<file path="src/rtl/handshake_const_check_pkg.sv">
// Shared defaults for the constant-token generator/checker pair so both sides agree on the
// token value and statistics width.
package handshake_const_check_pkg;

  localparam int unsigned DefDataWidth = 37;
  localparam logic [DefDataWidth-1:0] DefConstValue = 37'b0100010010111111001100111101000011110;
  localparam int unsigned DefCntWidth = 16;

endpackage

</file>
<file path="src/rtl/handshake_oslot_1.sv">
// Generic one-slot elastic register: upstream may push whenever the slot is empty or is being
// drained in the same cycle. outs_ready -> in_ready is the only combinational path.
module handshake_oslot_1 #(
  parameter int unsigned WIDTH = 1
) (
  input  logic             clk,
  input  logic             rst,
  input  logic [WIDTH-1:0] in_data,
  input  logic             in_valid,
  output logic             in_ready,
  output logic [WIDTH-1:0] out_data,
  output logic             out_valid,
  input  logic             out_ready
);

  typedef enum logic [0:0] {StEmpty, StFull} slot_state_e;

  slot_state_e      state_q, state_d;
  logic [WIDTH-1:0] data_q, data_d;

  always_ff @(posedge clk or posedge rst) begin
    if (rst) begin
      state_q <= StEmpty;
      data_q  <= '0;
    end else begin
      state_q <= state_d;
      data_q  <= data_d;
    end
  end

  always_comb begin
    state_d  = state_q;
    data_d   = data_q;
    in_ready = (state_q == StEmpty) | out_ready;
    case (state_q)
      StEmpty: begin
        if (in_valid) begin
          state_d = StFull;
          data_d  = in_data;
        end
      end
      StFull: begin
        if (out_ready) begin
          if (in_valid) data_d = in_data;
          else          state_d = StEmpty;
        end
      end
      default: state_d = StEmpty;
    endcase
  end

  assign out_valid = (state_q == StFull);
  assign out_data  = data_q;

endmodule

</file>
<file path="src/rtl/handshake_const_check.sv">
// Compares each accepted token with a compile-time constant, emits a 1-bit match token through
// a one-slot elastic register and keeps saturating token/mismatch statistics.
module handshake_const_check
  import handshake_const_check_pkg::*;
#(
  parameter int unsigned DATA_WIDTH  = DefDataWidth,
  parameter              CONST_VALUE = DefConstValue,
  parameter int unsigned CNT_WIDTH   = DefCntWidth
) (
  input  logic                  clk,
  input  logic                  rst,
  input  logic [DATA_WIDTH-1:0] ins,
  input  logic                  ins_valid,
  output logic                  ins_ready,
  output logic                  outs,
  output logic                  outs_valid,
  input  logic                  outs_ready,
  input  logic                  cnt_clr,
  output logic [CNT_WIDTH-1:0]  tok_cnt,
  output logic [CNT_WIDTH-1:0]  mis_cnt,
  output logic                  mis_sticky
);

  // Untyped CONST_VALUE keeps the width of whatever literal is supplied, so a mismatch is caught.
  if ($bits(CONST_VALUE) != DATA_WIDTH) begin : g_const_width_err
    $error("handshake_const_check: CONST_VALUE width differs from DATA_WIDTH");
  end

  localparam logic [DATA_WIDTH-1:0] ExpValue = CONST_VALUE;
  localparam logic [CNT_WIDTH-1:0]  CntMax   = '1;
  localparam logic [CNT_WIDTH-1:0]  CntOne   = {{(CNT_WIDTH-1){1'b0}}, 1'b1};

  logic match;
  logic acc;

  assign match = (ins == ExpValue);
  assign acc   = ins_valid & ins_ready;

  handshake_oslot_1 #(
    .WIDTH (1)
  ) u_oslot (
    .clk       (clk),
    .rst       (rst),
    .in_data   (match),
    .in_valid  (ins_valid),
    .in_ready  (ins_ready),
    .out_data  (outs),
    .out_valid (outs_valid),
    .out_ready (outs_ready)
  );

  logic [CNT_WIDTH-1:0] tok_cnt_q, tok_cnt_d;
  logic [CNT_WIDTH-1:0] mis_cnt_q, mis_cnt_d;
  logic                 mis_sticky_q, mis_sticky_d;

  always_ff @(posedge clk or posedge rst) begin
    if (rst) begin
      tok_cnt_q    <= '0;
      mis_cnt_q    <= '0;
      mis_sticky_q <= 1'b0;
    end else begin
      tok_cnt_q    <= tok_cnt_d;
      mis_cnt_q    <= mis_cnt_d;
      mis_sticky_q <= mis_sticky_d;
    end
  end

  // Clear wipes history first; a coincident accept is then counted on top of the cleared state.
  always_comb begin
    tok_cnt_d    = tok_cnt_q;
    mis_cnt_d    = mis_cnt_q;
    mis_sticky_d = mis_sticky_q;
    if (cnt_clr) begin
      tok_cnt_d    = '0;
      mis_cnt_d    = '0;
      mis_sticky_d = 1'b0;
    end
    if (acc) begin
      if (tok_cnt_d != CntMax) tok_cnt_d = tok_cnt_d + CntOne;
      if (!match) begin
        if (mis_cnt_d != CntMax) mis_cnt_d = mis_cnt_d + CntOne;
        mis_sticky_d = 1'b1;
      end
    end
  end

  assign tok_cnt    = tok_cnt_q;
  assign mis_cnt    = mis_cnt_q;
  assign mis_sticky = mis_sticky_q;

endmodule
</file>
<file path="config.mk">
export PLATFORM = sky130hd
export DESIGN_NAME = handshake_const_check
export DESIGN_NICKNAME = d
export VERILOG_FILES = /design/src/rtl/handshake_const_check_pkg.sv /design/src/rtl/handshake_oslot_1.sv /design/src/rtl/handshake_const_check.sv
export SDC_FILE = /design/constraint.sdc
export NUM_CORES = 1
export LEC_CHECK = 0
export CAP_MARGIN = 20
export CORE_ASPECT_RATIO = 1.75
export CORE_MARGIN = 1.5
export CORE_UTILIZATION = 40
export CTS_CLUSTER_SIZE = 24
export DETAILED_ROUTE_END_ITERATION = 10
export PLACE_DENSITY_LB_ADDON = 0.1
export SYNTH_ARGS = -nofsm -noshare
export SYNTH_HDL_FRONTEND = slang
export SYNTH_HIERARCHICAL = 1
export SYNTH_SLANG_ARGS = --single-unit
export TNS_END_PERCENT = 100
</file>
<file path="constraint.sdc">
create_clock -name clk -period 2.55 [get_ports clk]
set_clock_uncertainty 0.15 [all_clocks]
set_input_delay 0.51 -clock clk [delete_from_list [all_inputs] [get_ports clk]]
set_output_delay 0.51 -clock clk [all_outputs]
set_load 0.01 [all_outputs]
</file>
==> run_results.csv, run 1 <==
group,metric,value,unit
status,status,"finished, final reports clean",
power_and_ir_drop,power-per-cell-area,360,nW/um2
logic_synthesis,synthesis.instances,222,
layout,syn_to_final_growth,55.6,%
logic_synthesis,post_synth_instance_area,2080,um2
sta,final_max_slew_viol_count,0,
flow_run,max-cap-violations,0,
route,drt.antenna.violating_nets,0,
layout,fraction_of_final_layout_cells_sized_beyond_drive_strength_1,16.6,%
worst_setup_path,cp.arrival,2490,ps
power_and_ir_drop,ir_worst_vdd,0.348,mV
die,io_pins,78,
clock_tree,tritoncts,"built",
place,placement_setup_slack,-253,ps
layout,area_occupied_by_multi_input_gates,1160,um2
global_route,grt_max_degree,34,
layout,n_fill_cell,447,
route,avgViaCountPerCell,5.45,
logic_synthesis,synthesis.area_per_instance,9.37,um2
sta,hold_viol,0,
die,core_area,4980,um2
route,dr_wl_met3,156,um
sta,finalHoldWorstSlack,234,ps
logic_synthesis,yosys_most_used_dff,"dfrtp_1",
place,io_buffer_count,77,
route,wl_met1,2.22,mm
layout,n_antenna_cell,0,
place,globalplace.congestion,0.819,
clock_tree,clkTransAtPathRegs,70,ps
worst_setup_path,critical_path.startpoint_type,"input port",
worst_hold_path,min-delay-path-class,"input port to async pin",
layout,final_cells,386,
worst_setup_path,timing.critical_path.slowest_cell_delay,550,ps
logic_synthesis,asyncSetResetFlopFracSynth,100,%
sta,setup-violations-final,0,
worst_setup_path,cp.required,2600,ps
worst_setup_path,crit_path_end_kind,"register",
route,wire_per_inst,15.4,um
clock_tree,htree_levels,2,
global_route,grt_pass1_vias,2108,
logic_synthesis,synth_top_family_by_area,"simple AND/OR/NAND/NOR gates",
place,dpl.cell_count,378,
worst_setup_path,critical_path.n_buffers_inverters,2,
sta,worst_slew_pin_slew,524,ps
sta,fin_crit_sh,95.5,%
logic_synthesis,synth-xor-area-share,3.79,%
die,starting_density_of_the_core,41.8,%
logic_synthesis,ys_seq_area_share,42.1,%
worst_setup_path,worstPathMaxFanout,4,
die,floorplan.rows,34,
place,half_perimeter_wire_length_after_detailed_placement,4.63,mm
die,die_area,5660,um2
logic_synthesis,synth_cell_type_count,48,
global_route,grt_pass1_wl,9.73,mm
die,die-width,57.5,um
clock_tree,clock_sinks,35,
power_and_ir_drop,power.static_leakage,0.00133,uW
layout,ff_latch_area,876,um2
clock_tree,cts_hold_buffers,0,
global_route,groute.usage.overall,22.6,%
clock_tree,ctsRootBufferMaster,"clkbuf_8",
sta,fmax,411,MHz
route,wl_met2,3.36,mm
worst_setup_path,setup.worst_path.class,"input port to register",
layout,utilization,65.0,%
route,detailedRoute.firstPassIterationCount,4,
logic_synthesis,share_of_the_synthesized_area_in_compound_gates_ao_oa_aoi_oai,12.2,%
clock_tree,cts_buffers,5,
global_route,grt-ovfl-total,0,
route,number_of_vias_after_detailed_routing,2103,
worst_setup_path,crit_chain,"clkdlybuf4s50_1, or4b_4, nor4_4, buf_4, a31oi_1, and4_1, a211oi_1",
route,wl,5.93,mm
logic_synthesis,synth.ff_latch_count,35,
logic_synthesis,synth_simple_gate_area_share,32.3,%
logic_synthesis,syn_nets,265,
sta,worst_rel_slew_slack,64.8,%
logic_synthesis,ys.warnings.count,6,
route,drt_iter0_markers,66,
global_route,number_of_antenna_violations_at_the_first_check_in_global_routing,0,
worst_setup_path,worst_path_dominant_cell_family,"simple AND/OR/NAND/NOR gates",
sta,setup_ws,114,ps
sta,finalCriticalPeriod,2440,ps
logic_synthesis,number_of_enable_flip_flop_cells_after_synthesis,0,
logic_synthesis,synthAdderAreaFrac,0.602,%
worst_setup_path,worst-r2r-setup-slack,320,ps
worst_setup_path,critical_path.slowest_cell,"or4b_4",
clock_tree,clk_path_buf_depth,2,
route,maxUsedRoutingLayer,"met4",
logic_synthesis,synth_mux_area_share,5.35,%
clock_tree,clock_insertion_delay_worst_skew,290,ps
die,die_h,98.4,um
layout,nets,374,
route,drcViolationCount,0,
==> metal layers <==
| metal | GRT usage, % | vias up |
|---|---|---|
| li1 | - | 1037 |
| met1 | 23.7 | 1011 |
| met2 | 40.2 | 40 |
| met3 | 4.11 | 15 |
| met4 | 13.2 | 0 |
| met5 | 0 | - |
==> where the power goes <==
part           switching (uW)  total (uW)  internal, uW
clock network             203         394           192
logic                    70.5         187           116
registers                16.1         583           567
total                     289        1160           875
==> cells in the final DEF, fill, tap and decap left out, types with 2 or more instances in the layout <==
cell type,netlist,final
a211oi_1,5,5
a21oi_1,10,10
a31oi_1,2,2
and3_1,2,2
buf_4,0,34
clkbuf_1,6,2
clkbuf_8,0,5
clkdlybuf4s50_1,0,76
dfrtp_1,35,35
inv_1,7,7
mux2_1,2,2
mux2_2,3,3
mux2_4,3,3
nand2_1,13,13
nand3_1,12,12
nand4_1,9,9
nand4b_1,5,5
nor2_1,20,20
nor2b_1,11,11
nor3_1,6,5
nor4_1,9,8
o21a_1,5,5
o21ai_0,5,5
o31a_1,5,5
o31ai_1,3,3
or3_1,7,7
or4_1,3,3
or4b_1,3,2
xnor2_1,7,7
xor2_1,2,2
==> per-stage QoR <==
step | cell area (um2) | power [uW] | setup TNS, ps
2_1_floorplan | 2080 | 651 | 0
3_3_place_gp | 3120 | 778 | -4390
3_5_place_dp | 3120 | 780 | -4870
4_1_cts | 3200 | 1180 | 0
5_1_grt | 3240 | 1210 | -6.15
6_report | 3240 | 1160 | 0
==> area by class of cell <==
cell class	instances	share of cell area, %
tap	54	2.09
sequential	35	27.1
timing repair buffer	111	31.8
multi-input combinational	171	35.7
clock buffer	7	2.36
clock inverter	1	0.155
inverter	7	0.812
==> worst paths after layout <==
| check | start | cells past startpoint | to |
|---|---|---|---|
| max | ins[30] | 7 | mis_cnt[14]$_DFF_PP0_ |
| min | rst | 2 | u_oslot/out_data$_DFFE_PP0P_ |
| max reg2reg | mis_cnt[0]$_DFF_PP0_ | 5 | mis_cnt[11]$_DFF_PP0_ |
| min reg2reg | mis_sticky$_DFF_PP0_ | 1 | mis_sticky$_DFF_PP0_ |
| max in group asynchronous | rst | 3 | tok_cnt[11]$_DFF_PP0_ |
| min in group clk | mis_sticky$_DFF_PP0_ | 1 | mis_sticky$_DFF_PP0_ |
==> synthesized netlist by cell type (6+ instances only) <==
cell | number | area share [%]
nor2b_1 | 11 | 3.3
nor4_1 | 9 | 2.7
a21oi_1 | 10 | 2.4
inv_1 | 7 | 1.3
nor2_1 | 20 | 3.6
xnor2_1 | 7 | 2.9
clkbuf_1 | 6 | 1.1
nand3_1 | 12 | 2.9
nor3_1 | 6 | 1.4
nand4_1 | 9 | 2.7
nand2_1 | 13 | 2.3
dfrtp_1 | 35 | 42
or3_1 | 7 | 2.1
==> kinds of logic after synthesis <==
| group | after synthesis |
|---|---|
| adder cells (fa/ha/maj) | 1 |
| buffers and inverters | 16 |
| XOR/XNOR | 9 |
| AND/OR/NAND/NOR | 114 |
| flip-flops | 35 |
| AO/OA/AOI/OAI | 38 |
| multiplexers | 9 |
==> state kept, by name, indices dropped and copies added (netlist names) <==
name / cells
mis_sticky: 1
tok_cnt: 16
mis_cnt: 16
u_oslot/out_valid: 1
u_oslot/out_data: 1
==> repair_timing <==
item,4_1_cts,5_1_grt
buffers inserted,0,0
endpoints found under the setup margin,0,18
gates resized for setup,0,6
Note: power is estimated with default switching activity, not from simulation.
==> run 2, diff against run 1 <==
- GPL_TIMING_DRIVEN: unset -> 0
- SETUP_SLACK_MARGIN: unset -> 0.2
==> run_results.csv, run 2 (synthesis gave the netlist of run 1 again) <==
group,metric,value,unit
status,status,"finished, final reports clean",
layout,nets,356,
die,die_h,98.4,um
power_and_ir_drop,share_comb_of_total_power,13.2,%
sta,finalCriticalPeriod,2360,ps
sta,fmax,423,MHz
layout,n_fill_cell,440,
sta,setup-violations-final,0,
power_and_ir_drop,power-per-cell-area,383,nW/um2
sta,grt_setup_unrepaired,"yes",
sta,worst_rel_slew_slack,43.3,%
die,floorplan.rows,34,
clock_tree,clock_insertion_delay_worst_skew,300,ps
route,number_of_vias_after_detailed_routing,2090,
worst_setup_path,cp.arrival,2380,ps
die,starting_density_of_the_core,41.8,%
clock_tree,cts_buffers,5,
route,drcViolationCount,0,
route,wl,6.42,mm
power_and_ir_drop,power.share.clock,40.9,%
sta,hold_viol,0,
global_route,grt_pass1_wl,10.2,mm
layout,syn_to_final_growth,59.3,%
worst_setup_path,setup.worst_path.class,"input port to register",
route,drt_iter0_markers,68,
clock_tree,htree_levels,2,
route,drt.antenna.violating_nets,0,
clock_tree,clock_sinks,35,
power_and_ir_drop,cell_internal_pwr,953,uW
clock_tree,clkTransAtPathRegs,90,ps
die,die-width,57.5,um
die,io_pins,78,
layout,fraction_of_final_layout_cells_sized_beyond_drive_strength_1,19.4,%
die,core_area,4980,um2
place,io_buffer_count,76,
global_route,number_of_antenna_violations_at_the_first_check_in_global_routing,0,
clock_tree,clk_path_buf_depth,2,
place,half_perimeter_wire_length_after_detailed_placement,4.60,mm
place,dpl_cell_area,2940,um2
die,die_area,5660,um2
sta,fin_crit_sh,92.6,%
sta,final_max_slew_viol_count,0,
worst_setup_path,worstPathMaxFanout,10,
route,detailedRoute.firstPassIterationCount,5,
worst_hold_path,min-delay-path-class,"input port to async pin",
clock_tree,tritoncts,"built",
route,wire_per_inst,17.4,um
power_and_ir_drop,power.net_switching,315,uW
layout,final_common_cell,"clkdlybuf4s50_1",
global_route,grt-ovfl-total,0,
place,globalplace.congestion,0.837,
global_route,grt_max_degree,21,
flow_run,max-cap-violations,0,
power_and_ir_drop,power.switching_fraction,24.8,%
layout,layout_common_cells,"54 x clkdlybuf4s50_1, 35 x dfrtp_1, 20 x nor2_1",
global_route,groute.usage.overall,22.9,%
layout,n_antenna_cell,0,
global_route,grt_pass1_vias,2122,
worst_setup_path,cp.required,2560,ps
power_and_ir_drop,overall_power_of_the_completed_layout,1270,uW
layout,final_design_area_no_fill,3310,um2
route,avgViaCountPerCell,5.68,
power_and_ir_drop,power.static_leakage,0.00136,uW
worst_setup_path,critical_path.startpoint_type,"input port",
power_and_ir_drop,power.sequential.fraction,45.9,%
power_and_ir_drop,ir_worst_vdd,0.382,mV
sta,worst_slew_pin_slew,850,ps
worst_setup_path,crit_path_end_kind,"register",
clock_tree,ctsRootBufferMaster,"clkbuf_8",
## run 2: final cells by class
| class | instances | area [um2] | area share [%] |
|---|---|---|---|
| Timing Repair Buffer | 84 | 853 | 25.8 |
| Multi-Input combinational cell | 171 | 1300 | 39.3 |
| Clock buffer | 5 | 68.8 | 2.08 |
| Tap cell | 54 | 67.6 | 2.04 |
| Clock inverter | 3 | 43.8 | 1.32 |
| Sequential cell | 35 | 876 | 26.4 |
| Inverter | 7 | 26.3 | 0.793 |
| Buffer | 9 | 75.1 | 2.27 |
## run 2: per-layer routing
metal / global-route usage [%] / wire length (um) / vias up
li1: - / - / 1006
met1: 24.4 / 2290 / 1020
met2: 44.2 / 3820 / 55
met3: 3.18 / 209 / 9
met4: 6.62 / 93 / 0
met5: 0 / 0 / -
## run 2: power by group through the flow
stage               logic (uW)  clock network [uW]  registers, uW
detailed placement         171                   0            592
global placement           165                   0            593
floorplan                 56.9                   0            596
global route               180                 538            584
finish                     167                 519            582
CTS                        168                 523            582
## run 2: metrics by stage
step	TNS (ps)	std cells	utilization [%]	hold slack, ps	setup slack [ps]
finish	0	368	66.6	225	188
global route	0	368	66.6	247	94.7
CTS	0	368	65.1	227	202
detailed placement	-6170	353	59.0	342	-383
global placement	-6020	352	58.7	320	-386
floorplan	0	222	-	101	232
## run 2: repair_timing
| action | CTS | global route |
|---|---|---|
| setup buffers | 6 | 0 |
| pin swaps | 8 | 18 |
| cloned | 1 | 0 |
| hold buffers | 0 | 0 |
| resized for setup | 40 | 43 |
| endpoints found under the setup margin | 21 | 24 |
## run 2: path summary, 6_finish.rpt
check,cells past startpoint,to,startpoint,slack (ps)
worst max-delay path,9,tok_cnt[10]$_DFF_PP0_,cnt_clr,190
worst min-delay path,2,u_oslot/out_data$_DFFE_PP0P_,rst,230
worst max register to register,6,mis_cnt[8]$_DFF_PP0_,mis_cnt[7]$_DFF_PP0_,250
worst min register to register,1,mis_sticky$_DFF_PP0_,mis_sticky$_DFF_PP0_,350
max in group asynchronous,3,mis_cnt[7]$_DFF_PP0_,rst,1090
min in group clk,1,mis_sticky$_DFF_PP0_,mis_sticky$_DFF_PP0_,350
## run 2: critical path: stages
cell	delay, ps
clkbuf_2	160
buf_4	210
nor2b_2	160
ha_2	220
nand2_1	140
or3_1	400
a211oi_1	360
xnor2_1	170
nor2_1	50
==> run 3, diff against run 2 <==
- TNS_END_PERCENT: 100 -> unset
==> results of run 3 <==
No change in the layout: final DEF, timing and power equal those of run 2.
